===== src/rtl/bswap_stream_engine.sv =====
`default_nettype none
// ============================================================================
// Module      : bswap_stream_engine
// Description : Streams a block of words from a synchronous read port to a
//               write port, byte-permuting each word on the way. One word
//               per cycle, start/busy/done handshake, optional in-place use.
// Revision    : 1.0 - initial release
// ============================================================================
module bswap_stream_engine #(
    parameter int DATA_W = 32,
    parameter int ADDR_W = 16,
    parameter int LEN_W  = 16
) (
    input  logic              clk,
    input  logic              rst_n,
    input  logic              start,
    input  logic [1:0]        mode,
    input  logic [ADDR_W-1:0] src_base,
    input  logic [ADDR_W-1:0] dst_base,
    input  logic [LEN_W-1:0]  length,
    output logic              busy,
    output logic              done,
    output logic              mem_rd_en,
    output logic [ADDR_W-1:0] mem_rd_addr,
    input  logic [DATA_W-1:0] mem_rd_data,
    output logic              mem_wr_en,
    output logic [ADDR_W-1:0] mem_wr_addr,
    output logic [DATA_W-1:0] mem_wr_data
);

    localparam int c_NB = DATA_W / 8;
    localparam int c_NH = DATA_W / 16;

    localparam logic [1:0] c_ST_IDLE  = 2'd0;
    localparam logic [1:0] c_ST_RUN   = 2'd1;
    localparam logic [1:0] c_ST_DRAIN = 2'd2;
    localparam logic [1:0] c_ST_DONE  = 2'd3;

    localparam logic [1:0] c_MODE_REV   = 2'b00;
    localparam logic [1:0] c_MODE_HREV  = 2'b01;
    localparam logic [1:0] c_MODE_BSWAP = 2'b10;

    logic [1:0]        r_state;
    logic [1:0]        w_next_state;
    logic [1:0]        r_mode;
    logic [ADDR_W-1:0] r_src;
    logic [ADDR_W-1:0] r_dst;
    logic [LEN_W-1:0]  r_len;
    logic [LEN_W-1:0]  r_idx;
    logic              r_wr_en;
    logic [ADDR_W-1:0] r_wr_addr;
    logic              w_accept;
    logic              w_last;
    logic [DATA_W-1:0] w_rev;
    logic [DATA_W-1:0] w_hrev;
    logic [DATA_W-1:0] w_bswap;
    logic [DATA_W-1:0] w_perm;

    assign w_accept = (r_state == c_ST_IDLE) && start;
    assign w_last   = (r_idx == r_len - LEN_W'(1));

    // State register
    always_ff @(posedge clk or negedge rst_n) begin
        if (!rst_n) begin
            r_state <= c_ST_IDLE;
        end else begin
            r_state <= w_next_state;
        end
    end

    // Next-state logic: a zero-length request skips straight to DONE
    always_comb begin
        w_next_state = r_state;
        case (r_state)
            c_ST_IDLE: begin
                if (start) begin
                    w_next_state = (length == '0) ? c_ST_DONE : c_ST_RUN;
                end
            end
            c_ST_RUN: begin
                if (w_last) begin
                    w_next_state = c_ST_DRAIN;
                end
            end
            c_ST_DRAIN: w_next_state = c_ST_DONE;
            c_ST_DONE:  w_next_state = c_ST_IDLE;
            default:    w_next_state = c_ST_IDLE;
        endcase
    end

    // State-decoded handshake and read strobe
    always_comb begin
        busy      = 1'b0;
        done      = 1'b0;
        mem_rd_en = 1'b0;
        case (r_state)
            c_ST_RUN: begin
                busy      = 1'b1;
                mem_rd_en = 1'b1;
            end
            c_ST_DRAIN: busy = 1'b1;
            c_ST_DONE:  done = 1'b1;
            default: ;
        endcase
    end

    // Operand capture; held constant for the whole run
    always_ff @(posedge clk or negedge rst_n) begin
        if (!rst_n) begin
            r_mode <= '0;
            r_src  <= '0;
            r_dst  <= '0;
            r_len  <= '0;
        end else if (w_accept) begin
            r_mode <= mode;
            r_src  <= src_base;
            r_dst  <= dst_base;
            r_len  <= length;
        end
    end

    // Word index: cleared outside RUN, advances once per issued read
    always_ff @(posedge clk or negedge rst_n) begin
        if (!rst_n) begin
            r_idx <= '0;
        end else if (r_state == c_ST_RUN) begin
            r_idx <= r_idx + LEN_W'(1);
        end else begin
            r_idx <= '0;
        end
    end

    // Write pipeline: each write trails its read by exactly one cycle
    always_ff @(posedge clk or negedge rst_n) begin
        if (!rst_n) begin
            r_wr_en   <= 1'b0;
            r_wr_addr <= '0;
        end else begin
            r_wr_en   <= mem_rd_en;
            r_wr_addr <= r_dst + ADDR_W'(r_idx);
        end
    end

    // Byte-reverse the full word
    for (genvar k = 0; k < c_NB; k++) begin : g_byte_rev
        assign w_rev[8*k +: 8] = mem_rd_data[8*(c_NB-1-k) +: 8];
    end

    // Reverse halfword order, keeping bytes inside each halfword
    for (genvar h = 0; h < c_NH; h++) begin : g_half_rev
        assign w_hrev[16*h +: 16] = mem_rd_data[16*(c_NH-1-h) +: 16];
    end

    // Swap the two bytes of every halfword
    for (genvar h = 0; h < c_NH; h++) begin : g_half_bswap
        assign w_bswap[16*h +: 8]   = mem_rd_data[16*h+8 +: 8];
        assign w_bswap[16*h+8 +: 8] = mem_rd_data[16*h +: 8];
    end

    // Permutation select on the memory's registered read data
    always_comb begin
        w_perm = mem_rd_data;
        case (r_mode)
            c_MODE_REV:   w_perm = w_rev;
            c_MODE_HREV:  w_perm = w_hrev;
            c_MODE_BSWAP: w_perm = w_bswap;
            default:      w_perm = mem_rd_data;
        endcase
    end

    // Address/data outputs are forced to zero whenever their strobe is low
    assign mem_rd_addr = mem_rd_en ? (r_src + ADDR_W'(r_idx)) : '0;
    assign mem_wr_en   = r_wr_en;
    assign mem_wr_addr = r_wr_en ? r_wr_addr : '0;
    assign mem_wr_data = r_wr_en ? w_perm : '0;

endmodule
`default_nettype wire


===== config.mk =====
export PLATFORM = sky130hd
export DESIGN_NAME = bswap_stream_engine
export DESIGN_NICKNAME = d
export VERILOG_FILES = /design/src/rtl/bswap_stream_engine.sv
export SDC_FILE = /design/constraint.sdc
export NUM_CORES = 1
export LEC_CHECK = 0
export CORE_MARGIN = 4
export CORE_UTILIZATION = 47
export DETAILED_ROUTE_END_ITERATION = 8
export PLACE_DENSITY = 0.79
export SLEW_MARGIN = 20
export SYNTH_ARGS = -nofsm -noshare
export SYNTH_HDL_FRONTEND = slang
export SYNTH_SLANG_ARGS = --single-unit
export TNS_END_PERCENT = 10

===== constraint.sdc =====
create_clock -name clk -period 8.6 [get_ports clk]
set_input_delay 2.58 -clock clk [delete_from_list [all_inputs] [get_ports clk]]
set_output_delay 2.58 -clock clk [all_outputs]
set_load 0.05 [all_outputs]

==> results.cfg <==
[detailed_routing]
vias_per_cell = 5.778
wl_per_cell_microns = 17.56
firstDrtPassIters = 7
wirelength_microns = 15820
drc = 0
wl_met3_microns = 1207
via_count = 5206
final_antenna_net_count = 0
top_layer_used = met4
wl_met1_microns = 6181
wl_met2_microns = 8119
drtIter0Drc = 323

[critical_path]
slowest_delay_ps = 690
critPathMaxFanout = 4
cp.depth = 4
end_kind = primary output
crit_top_cell = clkdlybuf4s50_1
crit_path_top_delay_cell = clkdlybuf4s50_1
r2r_cells = 8
worstSetupPathType = in -> out
worstPathArrival_ps = 4460
cp_top_family = buffers and inverters
reg2reg_slack_ps = 5780
critPathBufInv = 2
worstPathRequired_ps = 6020
start_kind = input port
path_cells = clkdlybuf4s50_1 -> mux4_2 -> and2_1 -> clkdlybuf4s50_1

[cells_and_area]
fin_cells = 901
nFillCells = 1025
area.growth.synth_to_final_pct = 31.68
final_area_sq_um = 8223
mostFrequentLayoutCells = clkdlybuf4s50_1, dfrtp_1, and2_1
drive_above_1_share_pct = 15.50
final_nets = 848
multi_input_area_sq_um = 3939
diodes = 0
regArea_sq_um = 2130
final_common_cell = clkdlybuf4s50_1

[yosys]
synth_cell_types = 58
syn_nets = 711
synthTopCellsByArea = dfrtp_1, mux4_2, mux2_2, ha_1, and2_1
synth_top_area_share_pct = 34.06
synth-main-ff-cell = dfrtp_1
syn_area_per_cell_sq_um = 10.64
synth_cells = 587
async_flop_share_pct = 100.0
ys_ff_latch = 85
netlist.top_cell.by_area = dfrtp_1
syn-cell-area_sq_um = 6245
ys_seq_area_share_pct = 34.06
yosys_warnings = 0
synth_edf_count = 0

[sta]
setup_tns_ps = 0
fin_skew_ps = 9.773
slew-limit-headroom_pct = 39.87
setup_viol = 0
slew_viol_final = 0
worst_pin_slew_ps = 902.0
min_period_ps = 7040
fin_crit_sh_pct = 81.86
finalHoldViolations = 0
fmax_ghz = 0.1420
worst_slack_ps = 1560
rsz0062_at_grt = false

[run_status]
status = complete, no violations

[cts]
clkSinkCount = 85
postCtsSetupBuffers = 0
cts_buffer_depth = 2
clock_latency_ps = 350
root_buffer = clkbuf_16
cts_tree = done
cts_htree_levels = 3
clk_pin_slew_ps = 60
ctsHoldBuffers = 0
cts_resized = 0
cts_made_buffers = 9

[power_and_ir_drop]
vdd.ir_drop.worst_mv = 0.2751
total_power_mw = 3.041
p_sw_mw = 1.402
power.share.sequential_pct = 25.5
comb_power_share_pct = 60.6
clkPwrFrac_pct = 13.9
internal_power_mw = 1.639
power.density_nw_per_um2 = 369.9
p_leak_nw = 3.365
swShare_pct = 46.10

[die]
ios = 153
die_h_microns = 123.3
die_w_microns = 123.3
coreArea_sq_um = 12820
start_util_pct = 48.69
num_rows = 41
die_area_sq_um = 15190

[grt]
grt_use_total_pct = 21.10
grt_pass1_wl_microns = 25520
antenna_found_initial = 0
grt_start_max_net_pins = 55
grt-ovfl-total = 0
grt_pass1_vias = 5355

[placement]
dpl.cell_count = 885
dp_hpwl_microns = 12060
io_buffers = 152
post_dp_cell_area_sq_um = 7894
pre_cts_slack_ps = 1578
gp_congestion = 0.8276

[flow_run]
maxCapViolations = 0

[worst_hold_path]
whs_path_depth = 1
hold_class = reg -> reg
final timing paths:
| path | start | to |
|---|---|---|
| max | mem_rd_data[15] | mem_wr_data[15] |
| min | r_src[6] | r_src[6] |
| max reg2reg | r_idx[2] | r_wr_addr[14] |
| min reg2reg | r_src[6] | r_src[6] |
| max in group asynchronous | rst_n | r_mode[0] |
| min in group asynchronous | rst_n | r_src[7] |
through the flow:
stage	hold slack, ps	utilization, %
after floorplan	473.1	-
after global placement	499.6	61.55
after detailed placement	502.7	61.55
after CTS	518.2	64.07
after global routing	536.8	64.12
final	517.2	64.12
routing by layer:
metal / vias to the layer above / GRT usage, %
met2: 211 / 38.87
met3: 37 / 4.163
met4: 0 / 6.920
met5: - / 0
li1: 2414 / -
met1: 2544 / 24.46
cell usage after synthesis (all sizes together) (10+ instances only):
cell type / number
nand3: 18
nand2: 15
o21ai: 12
ha: 37
inv: 19
mux4: 32
and2: 58
clkbuf: 18
xnor2: 41
mux2: 51
dfrtp: 85
buf: 11
nand4: 10
xor2: 19
a21oi: 22
nor2: 45
registers in the layout, summed over array words and instances (netlist names):
name / count
mem_wr_en: 1
r_mode: 2
r_len: 16
r_idx: 16
r_dst: 16
r_state: 2
r_wr_addr: 16
r_src: 16
final cells by class:
class                   instances  area share [%]
multi-input cells             453           47.90
clock buffers                   9           2.739
clock inverters                 7           1.187
repair buffers                155           18.75
well taps                     172           2.617
inverters                      20          0.9130
flip-flops and latches         85           25.90
worst reg2reg max path, delay by kind of cell (launching register included):
family | cells | cell delay [ps]
adder cells (fa/ha/maj) | 1 | 370
flip-flops | 1 | 620
AND/OR/NAND/NOR | 2 | 620
AO/OA/AOI/OAI | 5 | 1110
kinds of logic after synthesis:
| group | synth area share, % |
|---|---|
| AND/OR/NAND/NOR | 17.03 |
| multiplexers | 21.22 |
| flip-flops | 34.06 |
| AO/OA/AOI/OAI | 8.235 |
| XOR/XNOR | 8.415 |
| buffers and inverters | 2.985 |
| adder cells (fa/ha/maj) | 8.054 |
power groups by stage:
stage	Clock, mW	Combinational, mW	Sequential [mW]
detailed placement	0	1.85	0.783
global placement	0	1.80	0.771
finish	0.422	1.84	0.775
global route	0.449	1.97	0.805
floorplan	0	1.44	0.669
CTS	0.427	1.86	0.776
Note: power is estimated with default switching activity, not from simulation.
